==> src/rtl/pmic_pkg.sv <==
// pmic_pkg: types and constants shared by the PMIC sequencer and the LED top level.
//   state_t  - sequencer state encoding
//   MODE_*   - 3-bit mode/LED codes
//   mode_of  - maps a state to its mode code
package pmic_pkg;

    typedef enum logic [2:0] {
        ST_OFF,
        ST_RAMP_UP,
        ST_ACTIVE,
        ST_LOW_POWER,
        ST_LOW_BATT,
        ST_RAMP_DOWN,
        ST_FAULT
    } state_t;

    localparam logic [2:0] MODE_OFF       = 3'b000;
    localparam logic [2:0] MODE_ACTIVE    = 3'b001;
    localparam logic [2:0] MODE_LOW_POWER = 3'b010;
    localparam logic [2:0] MODE_LOW_BATT  = 3'b100;
    localparam logic [2:0] MODE_FAULT     = 3'b111;

    function automatic logic [2:0] mode_of(input state_t s);
        case (s)
            ST_ACTIVE:    return MODE_ACTIVE;
            ST_LOW_POWER: return MODE_LOW_POWER;
            ST_LOW_BATT:  return MODE_LOW_BATT;
            ST_FAULT:     return MODE_FAULT;
            default:      return MODE_OFF;
        endcase
    endfunction

endpackage

==> src/rtl/pmic_step_timer.sv <==
// pmic_step_timer: loadable down-counter used for rail step delays.
//   clk, reset - clock, asynchronous active-high reset (count -> 0)
//   ld         - load load_val this cycle (takes precedence over counting)
//   load_val   - reload value
//   zero       - count is 0; the counter holds at 0 until reloaded
module pmic_step_timer #(
    parameter int unsigned W = 5
) (
    input  logic         clk,
    input  logic         reset,
    input  logic         ld,
    input  logic [W-1:0] load_val,
    output logic         zero
);

    logic [W-1:0] count;

    always_ff @(posedge clk or posedge reset) begin
        if (reset) begin
            count <= '0;
        end else if (ld) begin
            count <= load_val;
        end else if (count != '0) begin
            count <= count - 1'b1;
        end
    end

    assign zero = (count == '0);

endmodule

==> src/rtl/pmic_seq.sv <==
// pmic_seq: power-rail sequencer. Enables N_RAILS rails in order on power-up and
// disables them in reverse order on power-down, one rail per STEP_CYCLES clocks.
// Up states ACTIVE / LOW_POWER / LOW_BATT apply rail masks directly.
//   clk, reset          - clock, asynchronous active-high reset
//   on_sw, lb_sw, lp_sw - asynchronous level requests (2-FF synchronised)
//   pg                  - per-rail power-good (synchronous)
//   rail_en             - registered rail enables
//   mode                - 001 ACTIVE, 010 LOW_POWER, 100 LOW_BATT, 111 FAULT, else 000
//   ready, fault        - up-state / fault indicators
// Build option: define PMIC_PG_CHECK_EN to enable power-good checking and FAULT;
// without it pg is ignored and fault is tied low.
module pmic_seq
    import pmic_pkg::*;
#(
    parameter int unsigned         N_RAILS     = 4,
    parameter int unsigned         STEP_CYCLES = 16,
    parameter logic [N_RAILS-1:0]  LP_MASK     = 'b0011,
    parameter logic [N_RAILS-1:0]  LB_MASK     = 'b0001,
    parameter int unsigned         PG_TIMEOUT  = 64
) (
    input  logic               clk,
    input  logic               reset,
    input  logic               on_sw,
    input  logic               lb_sw,
    input  logic               lp_sw,
    input  logic [N_RAILS-1:0] pg,
    output logic [N_RAILS-1:0] rail_en,
    output logic [2:0]         mode,
    output logic               ready,
    output logic               fault
);

    localparam int unsigned TMAX = (STEP_CYCLES > PG_TIMEOUT) ? STEP_CYCLES : PG_TIMEOUT;
    localparam int unsigned TW   = $clog2(TMAX + 1);
    localparam int unsigned IW   = $clog2(N_RAILS);
    localparam logic [IW-1:0] LAST      = IW'(N_RAILS - 1);
    localparam logic [TW-1:0] STEP_LOAD = TW'(STEP_CYCLES - 1);

    state_t             state;
    logic [IW-1:0]      idx;
    logic [2:0]         sync1, sync2;
    logic               on_s, lb_s, lp_s;
    logic               tmr_ld, tmr_zero;
    logic               pg_ok;
    state_t             tgt_state;
    logic [N_RAILS-1:0] tgt_mask;
    logic [2:0]         tgt_mode;

    always_ff @(posedge clk or posedge reset) begin
        if (reset) begin
            sync1 <= '0;
            sync2 <= '0;
        end else begin
            sync1 <= {on_sw, lb_sw, lp_sw};
            sync2 <= sync1;
        end
    end

    assign on_s = sync2[2];
    assign lb_s = sync2[1];
    assign lp_s = sync2[0];

`ifdef PMIC_PG_CHECK_EN
    localparam logic [TW-1:0] PG_LOAD = TW'(PG_TIMEOUT - 1);
    logic [TW-1:0] pg_cnt;
    logic          pg_zero;
    assign pg_ok   = pg[idx];
    assign pg_zero = (pg_cnt == '0);
`else
    logic unused_pg;
    assign unused_pg = ^pg;
    assign pg_ok     = 1'b1;
    assign fault     = 1'b0;
`endif

    // lb has priority over lp
    always_comb begin
        tgt_state = ST_ACTIVE;
        tgt_mask  = '1;
        if (lb_s) begin
            tgt_state = ST_LOW_BATT;
            tgt_mask  = LB_MASK;
        end else if (lp_s) begin
            tgt_state = ST_LOW_POWER;
            tgt_mask  = LP_MASK;
        end
        tgt_mode = mode_of(tgt_state);
    end

    // Reload the step timer on every rail enable/disable step.
    always_comb begin
        tmr_ld = 1'b0;
        case (state)
            ST_OFF:       tmr_ld = on_s;
            ST_RAMP_UP:   tmr_ld = !on_s || (tmr_zero && pg_ok && idx != LAST);
            ST_ACTIVE,
            ST_LOW_POWER,
            ST_LOW_BATT:  tmr_ld = !on_s;
            ST_RAMP_DOWN: tmr_ld = tmr_zero && idx != '0;
            default:      tmr_ld = 1'b0;
        endcase
    end

    pmic_step_timer #(.W(TW)) u_timer (
        .clk      (clk),
        .reset    (reset),
        .ld       (tmr_ld),
        .load_val (STEP_LOAD),
        .zero     (tmr_zero)
    );

    always_ff @(posedge clk or posedge reset) begin
        if (reset) begin
            state   <= ST_OFF;
            idx     <= '0;
            rail_en <= '0;
            mode    <= MODE_OFF;
            ready   <= 1'b0;
`ifdef PMIC_PG_CHECK_EN
            fault   <= 1'b0;
            pg_cnt  <= '0;
`endif
        end else begin
`ifdef PMIC_PG_CHECK_EN
            if (pg_cnt != '0) pg_cnt <= pg_cnt - 1'b1;
`endif
            case (state)
                ST_OFF: begin
                    if (on_s) begin
                        state   <= ST_RAMP_UP;
                        idx     <= '0;
                        rail_en <= {{(N_RAILS-1){1'b0}}, 1'b1};
`ifdef PMIC_PG_CHECK_EN
                        pg_cnt  <= PG_LOAD;
`endif
                    end
                end
                ST_RAMP_UP: begin
`ifdef PMIC_PG_CHECK_EN
                    if (!pg_ok && pg_zero) begin
                        state   <= ST_FAULT;
                        rail_en <= '0;
                        mode    <= MODE_FAULT;
                        fault   <= 1'b1;
                    end else
`endif
                    if (!on_s) begin
                        state        <= ST_RAMP_DOWN;
                        rail_en[idx] <= 1'b0;
                    end else if (tmr_zero && pg_ok) begin
                        if (idx == LAST) begin
                            state <= ST_ACTIVE;
                            mode  <= MODE_ACTIVE;
                            ready <= 1'b1;
                        end else begin
                            idx                 <= idx + 1'b1;
                            rail_en[idx + 1'b1] <= 1'b1;
`ifdef PMIC_PG_CHECK_EN
                            pg_cnt              <= PG_LOAD;
`endif
                        end
                    end
                end
                ST_ACTIVE, ST_LOW_POWER, ST_LOW_BATT: begin
`ifdef PMIC_PG_CHECK_EN
                    if ((rail_en & ~pg) != '0) begin
                        state   <= ST_FAULT;
                        rail_en <= '0;
                        mode    <= MODE_FAULT;
                        ready   <= 1'b0;
                        fault   <= 1'b1;
                    end else
`endif
                    if (!on_s) begin
                        state         <= ST_RAMP_DOWN;
                        idx           <= LAST;
                        rail_en[LAST] <= 1'b0;
                        mode          <= MODE_OFF;
                        ready         <= 1'b0;
                    end else begin
                        state   <= tgt_state;
                        rail_en <= tgt_mask;
                        mode    <= tgt_mode;
                    end
                end
                ST_RAMP_DOWN: begin
                    // Masked-off rails still take a full step.
                    if (tmr_zero) begin
                        if (idx == '0) begin
                            state <= ST_OFF;
                        end else begin
                            idx                 <= idx - 1'b1;
                            rail_en[idx - 1'b1] <= 1'b0;
                        end
                    end
                end
                ST_FAULT: begin
                    if (!on_s) begin
                        state <= ST_OFF;
                        mode  <= MODE_OFF;
`ifdef PMIC_PG_CHECK_EN
                        fault <= 1'b0;
`endif
                    end
                end
                default: state <= ST_OFF;
            endcase
        end
    end

endmodule

==> config.mk <==
export PLATFORM = sky130hd
export DESIGN_NAME = pmic_seq
export DESIGN_NICKNAME = d
export VERILOG_FILES = /design/src/rtl/pmic_pkg.sv /design/src/rtl/pmic_step_timer.sv /design/src/rtl/pmic_seq.sv
export SDC_FILE = /design/constraint.sdc
export NUM_CORES = 1
export LEC_CHECK = 0
export ABC_AREA = 1
export BUFFER_PORTS_ARGS = -buffer_cell sky130_fd_sc_hd__buf_4
export CORE_UTILIZATION = 43
export CTS_CLUSTER_SIZE = 25
export DETAILED_ROUTE_END_ITERATION = 10
export GPL_TIMING_DRIVEN = 0
export PLACE_DENSITY = 0.68
export SYNTH_ARGS = -nofsm -noshare
export SYNTH_HDL_FRONTEND = slang
export SYNTH_SLANG_ARGS = --single-unit
==> constraint.sdc <==
create_clock -name clk -period 4.55 [get_ports clk]
set_clock_uncertainty 0.2 [all_clocks]
set_input_delay 0.455 -clock clk [delete_from_list [all_inputs] [get_ports clk]]
set_output_delay 0.455 -clock clk [all_outputs]
set_load 0.03 [all_outputs]
==> out/metrics.cfg <==
[pwr]
power_leakage_nw = 0.9592
vdd_ir_drop_max_mv = 0.3065
powerDensity_mw_per_mm2 = 734.1

[cts]
cts_tree = done
post_cts_resized = 0
h-tree-depth = 1
holdBufCountCts = 0
clock_sinks = 26
cts_setup_buffers = 0
ctsRootBufferMaster = clkbuf_8
clkLatencyLatePin_ns = 0.28
clk_path_buf_depth = 2
path_clk_slew_ns = 0.09
cts_made_buffers = 3

[setup_path]
crit_path_max_incr_delay_ns = 0.38
path_common_cell = nand2_1
slowest_stage = dfrtp_1
startpoint = u_timer.count[0]$_DFFE_PP0P_
worstPathMaxFanout = 8
timing.rr.start = u_timer.count[0]$_DFFE_PP0P_
cp.required_ns = 4.52
crit_path_cell_trace = inv_1 > ha_1 > inv_1 > nor2_1 > nand2_2 > nand2_1 > nand2_1 > nor2_2 > nand2_1 > nand2_1 > nand2_1
cp-start-kind = flop
path_class = reg -> reg
worst_setup_path_end_kind = flop
cp_data_arrival_time_ns = 1.86

[floorplan]
die_x_um = 62.65
rows = 21
ios = 18
die-area_sq_mm = 0.003924
core_area_sq_mm = 0.003442
start_util_pct = 45.95
fp.dieH_um = 62.65

[timing]
worst_slew_pin_slew_ns = 0.9592
maxSlewHeadroom_pct = 35.98
period_needed_ns = 1.887
max_freq_mhz = 529.9
drv_slew = 0
min_period_over_period_pct = 41.47
rsz0062_at_grt = no
timing.hold.ws_ns = 0.08158
setup-violations-final = 0
tns_ns = 0
finalHoldViolations = 0

[drt]
wl_per_cell_um = 11.19
drt_iter0_drc = 65
wirelength_um = 3088
wl_met2_um = 1403
drc_errors = 0
dr.pass1.iters = 4
wl_met3_um = 103
num_vias = 1336
viasPerCell = 4.841
drtAntennaViolNets = 0
maxUsedRoutingLayer = met4
wl_met1_um = 1541

[logic_synthesis]
async_reset_ff_share_pct = 100.0
synth.distinct_cells = 28
seq_area_frac_synth_pct = 41.14
yosysMostFrequentCell = nand2_1
synthTopCellsByCount = 70 x nand2_1, 27 x inv_1, 26 x dfrtp_1
synth-seq-cells = 26
yosysWarningCount = 0
synth_edf_count = 0
synth_ff_type = dfrtp_1
syn_area_per_cell_sq_um = 7.390
synth_area_leader_cell = dfrtp_1
postSynthCellCount = 214
syn-num-nets = 228
synthTopCellsByArea = dfrtp_1 41%, nand2_1 17%, inv_1 6.4%
netlist_area_sq_mm = 0.001582
yosys.area.top_type_share_pct = 41.14

[cells_and_area]
fin_area_sq_mm = 0.001800
final_util_pct = 52.31
drive_above_1_share_pct = 18.26
nets = 245
syn_to_final_growth_pct = 13.85
diodes = 0

[placement]
placed_area_sq_mm = 0.001729
gp_congestion = 0.8670
portBuffers = 12
dpl.hpwl_um = 2320

[grt]
grt_pass1_vias = 1228
grt_pass1_wl_um = 5506
antenna_found_initial = 0
grt_usage_pct = 17.84
overflow = 0
grt_max_degree = 27

[hold_path]
hold_start = lb_sw
hp-class = in -> reg

[status]
status = complete, no violations

[job]
maxCapViolCount = 0

critical path: cells and delay by family (launching register included):
family	cells	cell delay, ns
adder cells (fa/ha/maj)	1	0.19
buffers and inverters	2	0.19
flip-flops	1	0.38
AND/OR/NAND/NOR	8	0.82
cells in the final DEF (no fill, tap or decap), drive strengths merged:
cell    Yosys  final
nor2       22     22
nand2      77     77
bufinv      0      1
nand4       3      3
ha          5      5
conb        1      1
a22oi       1      1
clkinv      1      1
o31ai       1      1
clkbuf      0      3
inv        30     30
o211ai      5      5
xor2        1      1
and3        1      1
dfrtp      26     26
buf         3     15
a21oi       3      3
nor3        1      1
o21ai      15     15
nand3      18     18
where the power goes:
part	internal [mW]	total (mW)	switching (mW)	leakage, nW
Combinational	0.261	0.768	0.507	0.606
Clock	0.118	0.194	0.0760	0.0357
Sequential	0.301	0.360	0.0587	0.317
Total	0.680	1.32	0.642	0.959
cell type report:
type	instances	area (sq um)
buffer	3	23.77
clock buffer	3	41.29
clock inverter	1	30.03
fill	340	1642
inverter	31	118.9
multi-input combinational	154	788.3
sequential	26	650.6
tap	46	57.56
timing repair buffer	12	90.09
sequential cells by signal, indices dropped and copies added (netlist names):
name,cells
u_timer.count,7
rail_en,4
mode,3
state,3
sync1,3
sync2,3
idx,2
ready,1
metal layers:
layer | up-vias | global-route usage [%]
li1 | 712 | -
met1 | 597 | 25.06
met2 | 22 | 26.77
met3 | 5 | 4.015
met4 | 0 | 6.395
met5 | - | 0
worst paths after layout:
path | endpoint | slack (ns) | depth (start not counted)
max | state[2]$_DFFE_PP0P_ | 2.66 | 11
min | sync1[1]$_DFF_PP0_ | 0.08 | 1
max reg2reg | state[2]$_DFFE_PP0P_ | 2.66 | 11
min reg2reg | sync2[1]$_DFF_PP0_ | 0.15 | 0
max in group asynchronous | u_timer.count[6]$_DFFE_PP0P_ | 3.37 | 2
min in group asynchronous | state[1]$_DFFE_PP0P_ | 0.19 | 2
cells by family after synthesis:
kind of cell / share of synthesized area, %
buf+inv: 9.019
compound gates: 9.256
xor+xnor: 0.5539
other cells: 0.2371
flops: 41.14
simple gates: 35.84
fa+ha+maj: 3.956
per-stage QoR:
stage               total power, mW  instances  setup WS, ns
floorplan                    0.9604        214         2.855
global placement              1.126        272         2.668
detailed placement            1.132        272         2.642
CTS                           1.338        276         2.624
global route                  1.470        276         2.388
finish                        1.322        276         2.663
Power figures use the tool's default switching activity.
